===== config.mk =====
export PLATFORM = sky130hd
export DESIGN_NAME = result_writeback
export DESIGN_NICKNAME = d
export VERILOG_FILES = /design/src/rtl/pe_cube_pkg.sv /design/src/rtl/result_capture_bank.sv /design/src/rtl/result_writeback.sv
export SDC_FILE = /design/constraint.sdc
export NUM_CORES = 1
export LEC_CHECK = 0
export CAP_MARGIN = 20
export CORE_MARGIN = 1.5
export CORE_UTILIZATION = 45
export CTS_BUF_LIST = sky130_fd_sc_hd__clkbuf_2
export DETAILED_ROUTE_END_ITERATION = 7
export DONT_BUFFER_PORTS = 1
export GPL_TIMING_DRIVEN = 0
export PLACE_DENSITY_LB_ADDON = 0.3
export SETUP_SLACK_MARGIN = 0.1
export SLEW_MARGIN = 20
export SYNTH_ARGS = -nofsm -noshare
export SYNTH_HDL_FRONTEND = slang
export SYNTH_SLANG_ARGS = --single-unit

===== constraint.sdc =====
create_clock -name iClk -period 47.6 [get_ports iClk]
set_clock_uncertainty 0.2 [all_clocks]
set_input_delay 9.52 -clock iClk [delete_from_list [all_inputs] [get_ports iClk]]
set_output_delay 9.52 -clock iClk [all_outputs]
set_load 0.02 [all_outputs]

===== src/rtl/pe_cube_pkg.sv =====
// Shared definitions for the pe_cube result path: lane/word geometry,
// writeback FSM states and a lane byte extraction helper.
package pe_cube_pkg;

  localparam int ARRAY_NUM_DEF = 3;
  localparam int BLOCK_NUM_DEF = 3;
  localparam int CUBE_NUM_DEF  = 3;
  localparam int LANES         = ARRAY_NUM_DEF * BLOCK_NUM_DEF * CUBE_NUM_DEF;
  localparam int WORDS         = (LANES + 3) / 4;

  // Widest lane vector lane_byte accepts; callers zero-extend into it.
  localparam int MAX_LANES     = 64;

  typedef enum logic [1:0] {
    IDLE    = 2'd0,
    COLLECT = 2'd1,
    DRAIN   = 2'd2,
    PEND    = 2'd3
  } wb_state_e;

  function automatic logic [7:0] lane_byte(input logic [8*MAX_LANES-1:0] vec, input int i);
    return vec[8*i +: 8];
  endfunction

endpackage


===== src/rtl/result_capture_bank.sv =====
// Per-lane capture bank: one byte and one flag per lane, with full and
// overflow detection that already accounts for lanes captured on this edge.
module result_capture_bank
  import pe_cube_pkg::*;
#(
  parameter int LANES_N = LANES
) (
  input  logic                 clk,
  input  logic                 rst,
  input  logic                 capture_en,
  input  logic                 clear,
  input  logic [8*LANES_N-1:0] result,
  input  logic [LANES_N-1:0]   valid,
  output logic [8*LANES_N-1:0] bytes_next,
  output logic                 full,
  output logic                 overflow
);

  logic [LANES_N-1:0]     flag_reg;
  logic [8*LANES_N-1:0]   byte_reg;
  logic [LANES_N-1:0]     take;
  logic [8*MAX_LANES-1:0] result_ext;

  assign result_ext = (8*MAX_LANES)'(result);

  generate
    for (genvar gi = 0; gi < LANES_N; gi++) begin : g_lane
      assign take[gi] = capture_en & valid[gi] & ~flag_reg[gi];
      assign bytes_next[8*gi +: 8] = take[gi] ? lane_byte(result_ext, gi) : byte_reg[8*gi +: 8];
    end
  endgenerate

  assign full     = &(flag_reg | take);
  assign overflow = |(valid & flag_reg) & capture_en;

  // Bytes of unflagged lanes are never consumed, so they may update freely.
  always_ff @(posedge clk or posedge rst) begin
    if (rst) begin
      flag_reg <= '0;
      byte_reg <= '0;
    end else begin
      byte_reg <= bytes_next;
      if (clear) flag_reg <= '0;
      else       flag_reg <= flag_reg | take;
    end
  end

endmodule


===== src/rtl/result_writeback.sv =====
// Tile writeback: captures lane results, ping-pongs full tiles into a shadow
// and drains them as 32-bit RAM words. RESULT_WB_RELU_EN clamps negative bytes.
module result_writeback
  import pe_cube_pkg::*;
#(
  parameter int ARRAY_NUM  = ARRAY_NUM_DEF,
  parameter int BLOCK_NUM  = BLOCK_NUM_DEF,
  parameter int CUBE_NUM   = CUBE_NUM_DEF,
  parameter int RAM_DEPTH  = 2048,
  localparam int AW        = $clog2(RAM_DEPTH),
  localparam int NLANES    = ARRAY_NUM * BLOCK_NUM * CUBE_NUM
) (
  input  logic                iClk,
  input  logic                iRst,
  input  logic                iStart,
  input  logic [AW-1:0]       iBaseAddr,
  input  logic [15:0]         iNumTiles,
  input  logic [8*NLANES-1:0] iResult,
  input  logic [NLANES-1:0]   iResultValid,
  output logic                oWriteEn,
  output logic [AW-1:0]       oAddr,
  output logic [31:0]         oData,
  output logic                oBusy,
  output logic                oTileDone,
  output logic                oDone,
  output logic                oOverflow
);

  localparam int NWORDS = (NLANES + 3) / 4;
  localparam int WIW    = (NWORDS > 1) ? $clog2(NWORDS) : 1;
  localparam logic [AW-1:0]  ADDR_LAST = AW'(RAM_DEPTH - 1);
  localparam logic [WIW-1:0] WORD_LAST = WIW'(NWORDS - 1);

  wb_state_e             state_reg, state_next;
  logic [8*NLANES-1:0]   shadow_reg;
  logic [8*NLANES-1:0]   shadow_in;
  logic [32*NWORDS-1:0]  shadow_pad;
  logic [31:0]           words [NWORDS];
  logic [WIW-1:0]        word_idx_reg;
  logic [AW-1:0]         addr_ptr_reg, addr_ptr_inc;
  logic [15:0]           tiles_reg;
  logic                  overflow_reg;

  logic [8*NLANES-1:0]   bank_bytes_next;
  logic                  bank_full, bank_overflow;

  logic start_accept, draining, last_word, final_word, load_shadow;

  logic          write_en_reg, write_en_next;
  logic [AW-1:0] addr_reg, addr_next;
  logic [31:0]   data_reg, data_next;
  logic          tile_done_reg, tile_done_next;
  logic          done_reg, done_next;
  logic          busy_reg, busy_next;

  assign start_accept = (state_reg == IDLE) && iStart;
  assign draining     = (state_reg == DRAIN) || (state_reg == PEND);
  assign last_word    = draining && (word_idx_reg == WORD_LAST);
  assign final_word   = last_word && (tiles_reg == 16'd1);
  assign addr_ptr_inc = (addr_ptr_reg == ADDR_LAST) ? '0 : addr_ptr_reg + 1'b1;

  result_capture_bank #(
    .LANES_N (NLANES)
  ) u_bank (
    .clk        (iClk),
    .rst        (iRst),
    .capture_en (state_reg != IDLE),
    .clear      (start_accept | load_shadow),
    .result     (iResult),
    .valid      (iResultValid),
    .bytes_next (bank_bytes_next),
    .full       (bank_full),
    .overflow   (bank_overflow)
  );

  generate
    for (genvar gi = 0; gi < NLANES; gi++) begin : g_clamp
`ifdef RESULT_WB_RELU_EN
      assign shadow_in[8*gi +: 8] = bank_bytes_next[8*gi+7] ? 8'h00 : bank_bytes_next[8*gi +: 8];
`else
      assign shadow_in[8*gi +: 8] = bank_bytes_next[8*gi +: 8];
`endif
    end
  endgenerate

  // Lanes beyond NLANES in the last word come out as zero padding.
  assign shadow_pad = (32*NWORDS)'(shadow_reg);

  generate
    for (genvar gi = 0; gi < NWORDS; gi++) begin : g_word
      assign words[gi] = shadow_pad[32*gi +: 32];
    end
  endgenerate

  always_ff @(posedge iClk or posedge iRst) begin
    if (iRst) state_reg <= IDLE;
    else      state_reg <= state_next;
  end

  // A bank filling on the shadow's last word goes straight to the shadow.
  always_comb begin
    state_next  = state_reg;
    load_shadow = 1'b0;
    case (state_reg)
      IDLE: begin
        if (iStart) state_next = COLLECT;
      end
      COLLECT: begin
        if (bank_full) begin
          state_next  = DRAIN;
          load_shadow = 1'b1;
        end
      end
      DRAIN: begin
        if (last_word) begin
          if (final_word) begin
            state_next = IDLE;
          end else if (bank_full) begin
            state_next  = DRAIN;
            load_shadow = 1'b1;
          end else begin
            state_next = COLLECT;
          end
        end else if (bank_full) begin
          state_next = PEND;
        end
      end
      PEND: begin
        if (last_word) begin
          if (final_word) begin
            state_next = IDLE;
          end else begin
            state_next  = DRAIN;
            load_shadow = 1'b1;
          end
        end
      end
      default: state_next = IDLE;
    endcase
  end

  always_comb begin
    write_en_next  = draining;
    addr_next      = draining ? addr_ptr_reg : '0;
    data_next      = draining ? words[word_idx_reg] : '0;
    tile_done_next = last_word;
    done_next      = final_word;
    busy_next      = (state_next != IDLE);
  end

  always_ff @(posedge iClk or posedge iRst) begin
    if (iRst) begin
      shadow_reg   <= '0;
      word_idx_reg <= '0;
      addr_ptr_reg <= '0;
      tiles_reg    <= '0;
      overflow_reg <= 1'b0;
    end else begin
      if (start_accept) begin
        addr_ptr_reg <= iBaseAddr;
        tiles_reg    <= (iNumTiles == 16'd0) ? 16'd1 : iNumTiles;
        overflow_reg <= 1'b0;
      end else begin
        if (bank_overflow) overflow_reg <= 1'b1;
        if (draining)      addr_ptr_reg <= addr_ptr_inc;
        if (last_word)     tiles_reg    <= tiles_reg - 16'd1;
      end
      if (load_shadow) begin
        shadow_reg   <= shadow_in;
        word_idx_reg <= '0;
      end else if (last_word) begin
        word_idx_reg <= '0;
      end else if (draining) begin
        word_idx_reg <= word_idx_reg + 1'b1;
      end
    end
  end

  always_ff @(posedge iClk or posedge iRst) begin
    if (iRst) begin
      write_en_reg  <= 1'b0;
      addr_reg      <= '0;
      data_reg      <= '0;
      tile_done_reg <= 1'b0;
      done_reg      <= 1'b0;
      busy_reg      <= 1'b0;
    end else begin
      write_en_reg  <= write_en_next;
      addr_reg      <= addr_next;
      data_reg      <= data_next;
      tile_done_reg <= tile_done_next;
      done_reg      <= done_next;
      busy_reg      <= busy_next;
    end
  end

  assign oWriteEn  = write_en_reg;
  assign oAddr     = addr_reg;
  assign oData     = data_reg;
  assign oTileDone = tile_done_reg;
  assign oDone     = done_reg;
  assign oBusy     = busy_reg;
  assign oOverflow = overflow_reg;

endmodule

# [Yosys cells after proc, flatten, opt, wreduce, memory -nomap -nowiden]
# Cells that the tools add are included.
# Widths: inputs -> output; s select.
[totals] reg_bits=539 in_bits=273 out_inout_bits=48 word_cells=183
[op_classes] n_addsub=3 n_lt_le_gt_ge=1 eq_ne=6 muxes=59 bitwise=86 reduce_logical=14
[op_table] op="$mux 8" count=27
[op_table] op="$bmux 32 s3" count=1
[op_table] op="$mux 32" count=3
[op_table] op="$and 1x1->1" count=55
[op_table] op="$mux 16" count=3
[op_table] op="$mux 11" count=4
[op_table] op="$and 27x27->27" count=1
[op_table] op="$mux 27" count=1
[op_table] op="$not 1->1" count=27
[op_table] op="$or 27x27->27" count=1
[op_table] op="$reduce_and 27->1" count=1
[op_table] op="$reduce_or 27->1" count=1
[op_table] op="$eq 16x1->1 const B" count=1
[op_table] op="$logic_not 16->1" count=1
[op_table] op="$mux 2" count=8
[op_table] op="$sub 16x1->16 const B" count=1
[op_table] op="$add 11x1->11 const B" count=1
[op_table] op="$eq 11x11->1 const B" count=1
[op_table] op="$reduce_bool 2->1" count=5
[op_table] op="$mux 3" count=3
[op_table] op="$pmux 2 s4" count=1
[op_table] op="$mux 1" count=7
[op_table] op="$eq 2x2->1 const B" count=2
[op_table] op="$ge 4x4->1 const B" count=1
[op_table] op="other kinds (10)" count=12

# [Depth between registers and ports, before layout]
[depth] word_depth=11 ltp_mapped=11 depth_no_buf=8

# [Cells and area by module]
# A second synthesis with hierarchy kept.
[hier_totals] hier_cells=1540 area_unflattened_um2=22884.4
[by_module_without_submodules] module="result_writeback" n_inst=1 cells_each=940 area_each_um2=13396.6 seq_area_each_um2=7407.1
[by_module_without_submodules] module="result_capture_bank" n_inst=1 cells_each=600 area_each_um2=9487.8 seq_area_each_um2=6080.8

# [Worst setup path before layout]
# Ideal clock, no wire load.
[synth_timing] kind="input port to flip-flop" from="in iResultValid[24]" to="reg shadow_reg[0]" setup_time_ns=0.125 arrival_time_ns=11.140 required_time_ns=47.275 setup_slack_ns=36.135 cell_stages=8 n_path_buf=2 path_cell_list="o21ai_1 -> a222oi_1 -> o211a_1 -> o2111ai_2 -> o21ai_4 -> buf_12 -> buf_12 -> mux2_4"
[synth_via] elab_chain_cells=8
[synth_lines] element="start: declaration" line_no="result_writeback.sv:19" rtl="input logic [NLANES-1:0] iResultValid,"
[synth_lines] element="$and 1x1->1 (*) (2 in series)" line_no="result_capture_bank.sv:28" rtl="assign take[gi] = capture_en & valid[gi] & ~flag_reg[gi];"
[synth_lines] element="$or 27x27->27 (*)" line_no="result_capture_bank.sv:33" rtl="assign full = &(flag_reg | take);"
[synth_lines] element="$reduce_and 27->1 (*)" line_no="result_capture_bank.sv:33"
[synth_lines] element="$mux 1 (*)" line_no="result_writeback.sv:109, result_writeback.sv:118"
[synth_lines] element="$mux 1" line_no="result_writeback.sv:116" rtl="if (final_word) begin"
[synth_lines] element="$mux 1" line_no="result_writeback.sv:115" rtl="if (last_word) begin"
[synth_lines] element="$pmux 1 s3 (*)" line_no="result_writeback.sv:104" rtl="case (state_reg)"
[synth_lines] element="end signal: assignment" line_no="result_writeback.sv:169" rtl="shadow_reg <= shadow_in;"
[synth_lines] element="end: declaration" line_no="result_writeback.sv:35" rtl="logic [8*NLANES-1:0] shadow_reg;"
# Every way passes the cells marked *; elsewhere a longest branch is shown, timed or not.
# A chain may end at the register's enable or synchronous reset.

# [Worst setup path after layout]
[layout_timing] from="reg data_reg[23] (netlist: oData[23])" to="out oData[23]"
[layout_rtl] element="start: declaration" line_no="result_writeback.sv:51" rtl="logic [31:0] data_reg, data_next;"
[layout_rtl] element="start signal: assignment" line_no="result_writeback.sv:190" rtl="data_reg <= data_next;"
[layout_rtl] element="end: declaration" line_no="result_writeback.sv:22" rtl="output logic [31:0] oData,"
# No word-level cell between the ends.

==> metrics <==
status=finished clean; fraction of registers with async set/reset=100%; num rows=83; setup TNS=0 ns; Data required, critical path=37.88 ns; cts repair resizes=0; Synth Instances=1622; Int Pwr=1.23 mW; drt pass-1 iters=5; GR Overflow Total=0; Seq cells post-synth=539; Setup-failing EPs final=0; initial antenna violation count=29; post-CTS setup buffers=0; antenna-violating nets left=0; WL final=63800 µm; Slew Viols, Final=0; sequential area share after synthesis=57.0%; largest net degree at the start of global routing=111; Slew @ Worst Pin=1.17 ns; Power Total=1.87 mW; worst hold path type=reg2reg; area added between synthesis and finish=9.93%; Routability Congestion=0.929; Reg power frac=42.6%; crit-path max FO=1; Max VDD drop=0.0000320 V; share of cells above drive strength 1=39.0%; Final nets=2049; Max Freq=87.0 MHz; Root Buffer=clkbuf_2; Synth area leaders=dfrtp_1 (57%), mux2_4 (13%), mux2_2 (11%); DRC Markers=0; Net Count, Synth=1900; TritonCTS clock tree=yes; YS warnings=0; CTS clk-pin slew, worst paths=0.11 ns; Synth Flop Type=dfrtp_1; top sig layer=met5; Avg Inst Size Synth=14.6 µm²; die area=54000 µm²; via density per instance=5.41; critical path data arrival time=1.77 ns; crit path kind=reg2out; dpl cells=2307; max cap viols=0; Clock Sink Count=539; clk buf depth=3; Util after Layout=50.4%; Rel. slew slack=22.1%; Clk pwr share=18.1%; fin crit share=24.1%; DP HPWL=46500 µm; Synth cell types=55; Post-Layout Cell Count=2555; I/O Pins=321; Yosys top cell by area=dfrtp_1; Tmin final=11.49 ns; Detail Route met2 WL=30500 µm; Total GRT Usage=24.3%; Post-synth EDFFs=0; Starting Density=45.9%; total core area=51600 µm²; sw power=0.640 mW; first-pass GRT wire length=95600 µm; Port-buffer cells=0; Worst setup SP type=flip-flop; Die Y=232 µm; PD cells=71.8 nW/µm²; total leakage power=11.5 nW; Logic pwr share=39.2%; RSZ-0062 raised after global routing=no; H-tree Lvls=4; clk_lat worst skew=1.28 ns; metal3 WL=5760 µm; switching portion of total power=34.3%; DRT iter0 DRCs=780; CTS buffer count=142; wire length on met1=26100 µm; number of global-route vias before repair=15220; Post-Syn Area=23700 µm²; WL/cell=25.0 µm; via count=13814; Fin. Hold Viols=0; # hold bufs at CTS=0; share of the synthesized area in the top cell type=57.0%; die width=232 µm; Fin Hold WS=0.302 ns; CP endpoint kind=output port
power by group through the flow:
stage                     clock network [mW]  logic, mW  registers (mW)
after global placement                     0      0.723           0.799
after global routing                   0.377      0.792           0.819
after CTS                              0.351      0.744           0.796
final                                  0.339      0.733           0.796
after detailed placement                   0      0.740           0.803
after floorplan                            0      0.589           0.765
layout by cell type (no fill, tap or decap), types with 4 or more instances in the layout:
master and n:
and2_1 12, mux2i_1 33, diode_2 13, a21oi_1 72, mux2_2 222, a221oi_1 4, o21a_1 24, a21o_1 4
clkbuf_2 195, o21ai_0 18, buf_12 22, a22o_1 5, dfrtp_1 539, mux2_4 210, a221o_1 7, bufinv_16 7
nor3_1 33, nand2_1 23, nor4_1 8, buf_2 8, clkinv_1 26, a31oi_1 4, ha_1 5, a22oi_1 15
and3_1 5, mux4_2 32, nor2_1 140, inv_1 15, nor2b_1 25, buf_1 5, buf_16 5, clkbuf_1 57
o22ai_1 14, nand4_1 5, nand3_1 9
Yosys cell counts (3+ instances only):
cell type and instances:
a211oi_1 3, a21o_1 4, a21oi_1 72, a221o_1 7
a221oi_1 4, a22o_1 5, a22oi_1 15, a31oi_1 4
and2_1 12, and3_1 5, buf_1 6, buf_12 22
buf_2 8, buf_6 3, clkbuf_1 57, dfrtp_1 539
ha_1 5, inv_1 16, mux2_2 222, mux2_4 210
mux2i_1 33, mux4_2 32, nand2_1 23, nand3_1 9
nand4_1 5, nor2_1 141, nor2b_1 25, nor3_1 33
nor3b_1 3, nor4_1 8, nor4_4 3, o21a_1 24
o21ai_0 18, o21ai_1 3, o22ai_1 14, xnor2_1 3
worst paths after layout:
check                                    start                   end  slack, ns  cells past startpoint
max                                  oData[23]             oData[23]      36.11                      0
min                        u_bank.byte_reg[49]   u_bank.byte_reg[49]       0.30                      1
max reg2reg                    word_idx_reg[0]        shadow_reg[82]      44.24                     10
min reg2reg                u_bank.byte_reg[49]   u_bank.byte_reg[49]       0.30                      1
max in group asynchronous                 iRst        shadow_reg[18]      37.70                      3
min in group asynchronous                 iRst  u_bank.byte_reg[198]       7.99                      1
per-stage QoR:
step	setup WS, ns	area, µm²
6_report	36.11	26000
5_1_grt	35.93	26000
4_1_cts	35.89	26000
3_5_place_dp	35.79	24700
3_3_place_gp	17.44	24500
2_1_floorplan	22.81	23700
cell type report:
cell class / count / area [µm²]
diodes: 13 / 32.5
plain buffers: 99 / 790
clock buffers: 194 / 971
clock inverters: 41 / 349
fillers: 4489 / 25600
inverters: 16 / 67.6
multi-input cells: 968 / 9340
flip-flops and latches: 539 / 13500
well taps: 680 / 851
repair buffers: 5 / 138
logic make-up (layout without fill, tap and decap cells):
kind of cell | count (synthesis) | after routing | share of synthesized area (%)
DFF | 539 | 539 | 57.0
muxes | 497 | 497 | 28.3
and+or+nand+nor | 273 | 273 | 5.51
AOI/OAI and AO/OA | 188 | 188 | 5.18
buffers and inverters | 115 | 355 | 3.58
adders and majority gates | 5 | 5 | 0.264
xor gates and xnor gates | 5 | 5 | 0.185
other | 0 | 13 | 0
per-layer routing:
metal  global-route usage, %  vias to the layer above
met3                    10.6                      100
met2                    38.3                      414
met1                    29.9                     7075
met5                       0                        -
met4                    8.00                       30
li1                        -                     6195
Note: power is estimated with default switching activity, not from simulation.
